### config.mk
export PLATFORM = sky130hd
export DESIGN_NAME = register_bus_unit
export DESIGN_NICKNAME = d
export VERILOG_FILES = /design/src/rtl/relay_pkg.sv /design/src/rtl/bus_or_mux.sv /design/src/rtl/register_bus_unit.sv
export SDC_FILE = /design/constraint.sdc
export NUM_CORES = 1
export LEC_CHECK = 0
export CAP_MARGIN = 20
export CORE_ASPECT_RATIO = 1.5
export CORE_MARGIN = 8
export CORE_UTILIZATION = 44
export CTS_CLUSTER_SIZE = 12
export DETAILED_ROUTE_END_ITERATION = 7
export PLACE_DENSITY = 0.81
export SYNTH_ARGS = -nofsm -noshare
export SYNTH_HDL_FRONTEND = slang
export SYNTH_SLANG_ARGS = --single-unit
### constraint.sdc
create_clock -name clock -period 7.3 [get_ports clock]
set_clock_uncertainty 0.05 [all_clocks]
set_input_delay 2.19 -clock clock [delete_from_list [all_inputs] [get_ports clock]]
set_output_delay 2.19 -clock clock [all_outputs]
set_load 0.01 [all_outputs]
### src/rtl/relay_pkg.sv
// Shared constants for the relay computer register/bus fabric: address-source
// request bit positions and the default general-register indices.
package relay_pkg;

  localparam int ADDR_SEL_M   = 0;
  localparam int ADDR_SEL_XY  = 1;
  localparam int ADDR_SEL_J   = 2;
  localparam int ADDR_SEL_PC  = 3;
  localparam int ADDR_SEL_INC = 4;
  localparam int NUM_ADDR_SRC = 5;

  typedef logic [NUM_ADDR_SRC-1:0] addr_sel_t;

  localparam int REG_A  = 0;
  localparam int REG_B  = 1;
  localparam int REG_C  = 2;
  localparam int REG_D  = 3;
  localparam int REG_M1 = 4;
  localparam int REG_M2 = 5;
  localparam int REG_X  = 6;
  localparam int REG_Y  = 7;

endpackage

### src/rtl/bus_or_mux.sv
// Wired-OR bus resolver: ORs every source whose valid bit is set and flags
// when more than one source is driving at once.
module bus_or_mux #(
  parameter int N = 2,
  parameter int W = 8
) (
  input  logic [N*W-1:0] src_i,
  input  logic [N-1:0]   valid_i,
  output logic [W-1:0]   bus_o,
  output logic           multi_o
);

  always_comb begin
    bus_o = '0;
    for (int i = 0; i < N; i++) begin
      if (valid_i[i]) bus_o = bus_o | src_i[i*W +: W];
    end
  end

  // Clearing the lowest set bit leaves something only if two or more were set.
  assign multi_o = |(valid_i & (valid_i - N'(1)));

endmodule

### src/rtl/register_bus_unit.sv
// Register file plus shared data/address bus fabric for the relay datapath,
// with sticky detection of multi-driver contention on either bus.
module register_bus_unit
  import relay_pkg::*;
#(
  parameter int DATA_W   = 8,
  parameter int NUM_REGS = 8,
  parameter int M_HI     = 4,
  parameter int XY_HI    = 6,
  parameter int ADDR_W   = 16
) (
  input  logic                       clock,
  input  logic                       reset,
  input  logic [NUM_REGS-1:0]        ld,
  input  logic [NUM_REGS-1:0]        sel,
  input  logic                       ext_sel,
  input  logic [DATA_W-1:0]          ext_data,
  input  logic [1:0]                 ld_j,
  input  logic                       ld_xy,
  input  logic                       ld_pc,
  input  logic                       ld_inc,
  input  addr_sel_t                  addr_sel,
  input  logic                       clr_err,
  output logic [DATA_W-1:0]          data_bus,
  output logic [ADDR_W-1:0]          addr_bus,
  output logic [NUM_REGS*DATA_W-1:0] regs_q,
  output logic [ADDR_W-1:0]          pc_q,
  output logic                       data_err,
  output logic                       addr_err
);

  if (ADDR_W != 2*DATA_W) begin : g_addr_w_check
    $error("register_bus_unit: ADDR_W must equal 2*DATA_W");
  end

  logic [DATA_W-1:0] reg_q [NUM_REGS];
  logic [DATA_W-1:0] j1_q, j2_q;
  logic [ADDR_W-1:0] inc_q;
  logic              data_err_q, data_err_d;
  logic              addr_err_q, addr_err_d;

  logic [(NUM_REGS+1)*DATA_W-1:0] data_src;
  logic [NUM_ADDR_SRC*ADDR_W-1:0] addr_src;
  logic [DATA_W-1:0]              data_or;
  logic [ADDR_W-1:0]              addr_or;
  logic                           data_multi, addr_multi;

  for (genvar g = 0; g < NUM_REGS; g++) begin : g_regs_out
    assign regs_q[g*DATA_W +: DATA_W] = reg_q[g];
  end

  // External source sits just above the general registers in the data source list.
  assign data_src = {ext_data, regs_q};

  always_comb begin
    addr_src = '0;
    addr_src[ADDR_SEL_M*ADDR_W   +: ADDR_W] = {reg_q[M_HI], reg_q[M_HI+1]};
    addr_src[ADDR_SEL_XY*ADDR_W  +: ADDR_W] = {reg_q[XY_HI], reg_q[XY_HI+1]};
    addr_src[ADDR_SEL_J*ADDR_W   +: ADDR_W] = {j1_q, j2_q};
    addr_src[ADDR_SEL_PC*ADDR_W  +: ADDR_W] = pc_q;
    addr_src[ADDR_SEL_INC*ADDR_W +: ADDR_W] = inc_q;
  end

  bus_or_mux #(.N(NUM_REGS+1), .W(DATA_W)) u_data_mux (
    .src_i   (data_src),
    .valid_i ({ext_sel, sel}),
    .bus_o   (data_or),
    .multi_o (data_multi)
  );

  bus_or_mux #(.N(NUM_ADDR_SRC), .W(ADDR_W)) u_addr_mux (
    .src_i   (addr_src),
    .valid_i (addr_sel),
    .bus_o   (addr_or),
    .multi_o (addr_multi)
  );

  // The external source is not reset, so the buses are forced quiet during reset.
  assign data_bus = reset ? '0 : data_or;
  assign addr_bus = reset ? '0 : addr_or;

  assign data_err_d = (data_err_q & ~clr_err) | data_multi;
  assign addr_err_d = (addr_err_q & ~clr_err) | addr_multi;
  assign data_err   = data_err_q;
  assign addr_err   = addr_err_q;

  always_ff @(posedge clock or posedge reset) begin
    if (reset) begin
      for (int i = 0; i < NUM_REGS; i++) reg_q[i] <= '0;
      j1_q       <= '0;
      j2_q       <= '0;
      pc_q       <= '0;
      inc_q      <= '0;
      data_err_q <= 1'b0;
      addr_err_q <= 1'b0;
    end else begin
      for (int i = 0; i < NUM_REGS; i++) begin
        if (ld[i]) reg_q[i] <= data_bus;
      end
      // Later assignment wins: ld_xy overrides a data-bus load of X or Y.
      if (ld_xy) begin
        reg_q[XY_HI]   <= addr_bus[ADDR_W-1:DATA_W];
        reg_q[XY_HI+1] <= addr_bus[DATA_W-1:0];
      end
      if (ld_j[1]) j1_q <= data_bus;
      if (ld_j[0]) j2_q <= data_bus;
      if (ld_pc)   pc_q <= addr_bus;
      if (ld_inc)  inc_q <= addr_bus + ADDR_W'(1);
      data_err_q <= data_err_d;
      addr_err_q <= addr_err_d;
    end
  end

endmodule

==> impl_metrics.py, run 1 <==
metrics = {
    "run_status": {
        "status": "finished, final reports clean",
    },
    "drt": {
        "postRouteAntennaNets": 0,
        "via_count": 4981,
        "wl_microns": 19900,
        "dr.first_iter.drc_count": 493,
        "first_pass_iters": 7,
        "wl_per_cell_microns": 25.3,
        "drt-vias-per-instance": 6.32,
        "drc": 0,
    },
    "synth": {
        "ys_types": 42,
        "synth_area_sq_um": 5650,
        "synth_seq_cells": 114,
        "syn_area_per_cell_sq_um": 11.6,
        "synthAdderAreaFrac_pct": 0.752,
        "syn-num-nets": 526,
        "synth_compound_area_share_pct": 15.9,
        "yosysWarnings": 0,
        "synthCells": 487,
        "synthMuxAreaShare_pct": 19.1,
        "synth_top_family_by_area": "multiplexers",
        "yosys.area_share.xor_xnor_pct": 1.70,
        "synth-simple-area-share_pct": 7.77,
        "ys_seq_area_share_pct": 50.5,
    },
    "cells_and_area": {
        "layout_commonest_cell": "clkdlybuf4s50_1",
        "design_area_sq_um": 7760,
        "syn_to_final_growth_pct": 37.2,
        "finalNetCount": 659,
        "drive_gt1_share_pct": 22.9,
        "diodes": 0,
        "fillers": 1012,
        "layout_common_cells": "clkdlybuf4s50_1 (143), dfrtp_1 (114), mux2_2 (81)",
    },
    "timing": {
        "tightest_slew_ns": 1.13,
        "drv_slew": 0,
        "period_minus_slack_ns": 6.75,
        "finalSetupViolCount": 0,
        "rsz0062_at_grt": "false",
        "min_period_over_period_pct": 92.5,
        "fmax_mhz": 148,
        "max_slew_margin_pct": 24.5,
        "finalHoldViolCount": 0,
        "fin_setup_tns_ns": 0,
        "fin_ws_ns": 0.547,
    },
    "grt": {
        "antenna_found_initial": 0,
        "grtUsageMet3_pct": 5.12,
        "use_met1_pct": 28.0,
        "globalRouteMet2Util_pct": 39.1,
        "top_usage_layer": "met2",
        "grt_pass1_vias": 5217,
        "grt_pass1_wl_microns": 31000,
        "grt_max_degree": 80,
        "grt_usage_pct": 24.1,
        "grt_overflow_total": 0,
    },
    "clock_tree": {
        "clk_pin_slew_ns": 0.05,
        "cts_tree": "yes",
        "clk_latency_ns": 0.42,
        "cts_max_level": 4,
        "post_cts_buffers": 0,
        "numCtsBuffers": 17,
        "cts_buffer_depth": 2,
        "hold_buffers": 0,
        "cts_root_buffer": "clkbuf_16",
        "clock-sinks": 114,
        "cts_resized": 0,
    },
    "power": {
        "leakage_nw": 3.17,
        "power_switching_mw": 0.688,
        "peakVddDrop_uv": 169,
        "p_sw_share_pct": 30.5,
        "p_int_mw": 1.57,
        "power_frac_seq_pct": 37.9,
        "pwr-share-comb_pct": 27.1,
        "clock_power_share_pct": 35.0,
        "power_density_nw_per_um2": 291,
    },
    "critical_path": {
        "rr_startpoint": "regs_q[56]",
        "r2r_cells": 8,
        "cp.arrival_ns": 4.51,
        "rrSetupSlack_ns": 4.78,
        "crit_type": "primary input to output port",
        "crit_path_end_kind": "output port",
        "crit_end": "addr_bus[2]",
        "regToRegEndpoint": "inc_q[14]",
        "path_max_fanout": 19,
        "cp-start-kind": "primary input",
        "startpoint": "addr_sel[1]",
        "cp_data_required_time_ns": 5.06,
    },
    "place": {
        "gp_congestion": 0.912,
        "numPortBuffers": 143,
        "dpl.hpwl_microns": 14900,
        "place_area_sq_um": 7200,
        "place_ws_ns": 0.595,
    },
    "floorplan": {
        "ios": 144,
        "rows": 50,
        "initial_core_util_pct": 45.2,
        "core_region_area_sq_um": 12500,
        "die_y_microns": 155,
        "die_w_microns": 109,
        "dieArea_sq_um": 16800,
    },
    "min_path": {
        "min_path_cells": 1,
        "min_path_type": "flip-flop to flip-flop",
    },
    "job": {
        "max-cap-violations": 0,
    },
}
-- worst max-delay path: stages --
cell and delay [ns]:
clkdlybuf4s50_1 0.95, a222oi_1 0.23, a31oi_2 0.50, clkdlybuf4s50_1 0.63
-- layout make-up --
class | count | area, sq um | area share, %
flip-flops and latches | 114 | 2850 | 36.8
multi-input cells | 321 | 2560 | 33.0
repair buffers | 161 | 1570 | 20.2
clock buffers | 21 | 450 | 5.80
well taps | 156 | 195 | 2.52
clock inverters | 10 | 111 | 1.44
inverters | 5 | 22.5 | 0.290
-- per-layer routing --
metal	vias to the layer above	share of wire (%)	routed length (microns)
li1	2111	-	-
met1	2436	37	7320
met2	350	50	9890
met3	84	7.6	1510
met4	0	6.1	1210
met5	-	0	0
-- metrics by stage --
stage | hold slack, ns | instances | util (%) | power (mW)
floorplan | 0.410 | 487 | - | 1.13
global placement | 0.446 | 757 | 57.5 | 1.45
detailed placement | 0.454 | 757 | 57.5 | 1.47
CTS | 0.466 | 788 | 62.0 | 2.26
global route | 0.485 | 788 | 62.0 | 2.34
finish | 0.465 | 788 | 62.0 | 2.26
-- cell usage after synthesis (all sizes together) --
library cell	n	area [sq um]
a21boi	1	7.51
a21oi	24	135
a221oi	8	70.1
a222oi	25	250
a22o	8	70.1
a22oi	20	150
a31oi	12	103
and3	3	18.8
buf	23	131
clkbuf	24	90.1
dfrtp	114	2850
ha	1	12.5
inv	5	18.8
maj3	3	30.0
mux2	81	912
mux2i	17	170
nand2	39	146
nand2b	1	6.26
nand3	5	25.0
nand4	3	40.0
nor2	21	78.8
nor3	7	40.0
nor3b	2	15.0
nor4	4	43.8
o21ai	18	90.1
o21bai	1	7.51
o2bb2ai	1	8.76
o31a	1	8.76
or2	4	25.0
xnor2	10	87.6
xor2	1	8.76
-- power groups by stage --
| stage | clock (mW) | sequential (mW) | combinational, mW |
|---|---|---|---|
| 2_1_floorplan | 0 | 0.853 | 0.273 |
| 3_3_place_gp | 0 | 0.858 | 0.596 |
| 3_5_place_dp | 0 | 0.859 | 0.609 |
| 4_1_cts | 0.791 | 0.851 | 0.613 |
| 5_1_grt | 0.820 | 0.866 | 0.651 |
| 6_report | 0.790 | 0.856 | 0.612 |
-- flip-flops by register name, indices dropped and copies added (netlist names) --
| signal | count |
|---|---|
| j1_q | 8 |
| pc_q | 16 |
| addr_err | 1 |
| j2_q | 8 |
| regs_q | 64 |
| data_err | 1 |
| inc_q | 16 |
-- cell families (layout without fill, tap and decap cells) --
kind of cell / Yosys count / in the layout
flip-flops: 114 / 114
multiplexers: 98 / 98
AND/OR/NAND/NOR: 89 / 89
AO/OA/AOI/OAI: 119 / 119
XOR/XNOR: 11 / 11
adder cells (fa/ha/maj): 4 / 4
buffers and inverters: 52 / 197
-- worst min path at each step --
stage | startpoint | end
after detailed placement | inc_q[1] | inc_q[1]
after global placement | inc_q[1] | inc_q[1]
after global routing | j2_q[1] | j2_q[1]
after floorplan | inc_q[13] | inc_q[13]
after CTS | inc_q[1] | inc_q[1]
final | j1_q[7] | j1_q[7]
(Power assumes the default switching activity.)
==> run 2: changes to the inputs <==
--- a/config.mk
+++ b/config.mk
@@ -7,7 +7,6 @@
 export LEC_CHECK = 0
 export CAP_MARGIN = 20
 export CORE_ASPECT_RATIO = 1.5
-export CORE_MARGIN = 8
 export CORE_UTILIZATION = 44
 export CTS_CLUSTER_SIZE = 12
 export DETAILED_ROUTE_END_ITERATION = 7
==> run 2 against run 1 <==
Net effect: hold slack worse by 0.0068 ns; sequential cell count unchanged; wire length down 6.5%; register-to-register slack worse by 0.09 ns; utilization up 0.59 points; non-clock buffer count up 1; largest cell class unchanged.
==> impl_metrics.py, run 2 (synthesized netlist as in run 1, its figures left out) <==
metrics = {
    "timing": {
        "fmax_mhz": 148,
        "fin_ws_ns": 0.538,
        "fin_setup_tns_ns": 0,
        "rsz0062_at_grt": "false",
        "min_period_over_period_pct": 92.6,
        "tightest_slew_ns": 0.833,
        "finalHoldViolCount": 0,
        "drv_slew": 0,
        "finalSetupViolCount": 0,
        "max_slew_margin_pct": 44.3,
        "period_minus_slack_ns": 6.76,
    },
    "cells_and_area": {
        "largest_register_ffs": 64,
        "layout_common_cells": "clkdlybuf4s50_1 (143), dfrtp_1 (114), mux2_2 (81)",
        "fin_util_pct": 62.6,
        "drive_gt1_share_pct": 23.5,
        "fillers": 1007,
        "layout_commonest_cell": "clkdlybuf4s50_1",
        "diodes": 0,
        "syn_to_final_growth_pct": 38.5,
        "design_area_sq_um": 7830,
        "finalNetCount": 660,
    },
    "clock_tree": {
        "hold_buffers": 0,
        "clk_pin_slew_ns": 0.05,
        "cts_max_level": 4,
        "cts_root_buffer": "clkbuf_16",
        "cts_buffer_depth": 2,
        "cts_tree": "yes",
        "numCtsBuffers": 17,
        "clk_latency_ns": 0.41,
        "clock-sinks": 114,
        "cts_resized": 0,
        "post_cts_buffers": 0,
    },
    "drt": {
        "postRouteAntennaNets": 0,
        "drt-vias-per-instance": 6.30,
        "drc": 0,
        "wl_microns": 18600,
        "via_count": 4969,
        "wl_per_cell_microns": 23.6,
        "dr.first_iter.drc_count": 607,
        "first_pass_iters": 7,
    },
    "critical_path": {
        "cp_num_buf_inv": 2,
        "cp_top_family": "buffers and inverters",
        "critPathSlowestCell": "clkdlybuf4s50_1",
        "crit_top_cell": "clkdlybuf4s50_1",
        "cp-start-kind": "primary input",
        "slowest_delay_ns": 0.94,
        "cp.arrival_ns": 4.52,
        "crit_chain": "clkdlybuf4s50_1 -> a222oi_1 -> a21oi_1 -> clkdlybuf4s50_1",
        "cp_data_required_time_ns": 5.06,
        "path_max_fanout": 18,
        "crit_type": "primary input to output port",
        "crit_path_end_kind": "output port",
    },
    "power": {
        "peakVddDrop_uv": 178,
        "leakage_nw": 3.21,
        "finalPower_mw": 2.28,
        "power_density_nw_per_um2": 291,
    },
    "job": {
        "max-cap-violations": 0,
    },
    "place": {
        "place_area_sq_um": 7190,
        "gp_congestion": 0.918,
        "dpl.hpwl_microns": 13500,
        "place_ws_ns": 0.601,
        "numPortBuffers": 143,
    },
    "grt": {
        "grt_usage_pct": 29.2,
        "antenna_found_initial": 0,
        "grt_pass1_vias": 5012,
        "grt_pass1_wl_microns": 29000,
        "grt_max_degree": 86,
        "grt_overflow_total": 0,
    },
    "floorplan": {
        "die_w_microns": 94.6,
        "initial_core_util_pct": 45.2,
        "dieArea_sq_um": 13300,
        "core_region_area_sq_um": 12500,
        "die_y_microns": 141,
        "rows": 50,
        "ios": 144,
    },
    "run_status": {
        "status": "finished, final reports clean",
    },
    "min_path": {
        "min_path_type": "flip-flop to flip-flop",
    },
}
## run 2: cell types whose count changed in the layout (fill, tap and decap cells not counted), sizes merged
cell / previous run / this run
buf: 18 / 19
## run 2: layer usage
metal,up-vias,GRT usage [%],part of all wire [%]
met5,-,0,0
met4,0,17.4,4.9
met3,60,5.83,6.9
met2,338,47.8,51
met1,2461,35.1,37
li1,2110,-,-
## run 2: cell type report
type	count	area, sq um	area share, %
multi-input cells	321	2560	32.7
flip-flops and latches	114	2850	36.4
inverters	5	22.5	0.287
well taps	156	195	2.49
repair buffers	162	1610	20.6
clock inverters	10	108	1.37
clock buffers	21	480	6.13
## run 2: final timing paths
| kind | startpoint | endpoint | slack [ns] | cells after the start |
|---|---|---|---|---|
| min | addr_err | addr_err | 0.46 | 1 |
| max in group asynchronous | reset | regs_q[36] | 3.78 | 6 |
| max | addr_sel[3] | addr_bus[3] | 0.54 | 4 |
| min reg2reg | addr_err | addr_err | 0.46 | 1 |
| min in group asynchronous | reset | inc_q[13] | 2.46 | 4 |
| max reg2reg | regs_q[41] | inc_q[14] | 4.69 | 8 |
## run 2: per-stage QoR
step,cells,hold slack [ns]
floorplan,487,0.410
global placement,756,0.440
detailed placement,756,0.436
CTS,787,0.450
global route,789,0.483
finish,789,0.458
## run 2: power breakdown
part | switching (mW) | internal (mW) | leakage, nW
logic | 0.280 | 0.327 | 1.54
clock network | 0.279 | 0.532 | 0.287
registers | 0.119 | 0.739 | 1.38
total | 0.678 | 1.60 | 3.21
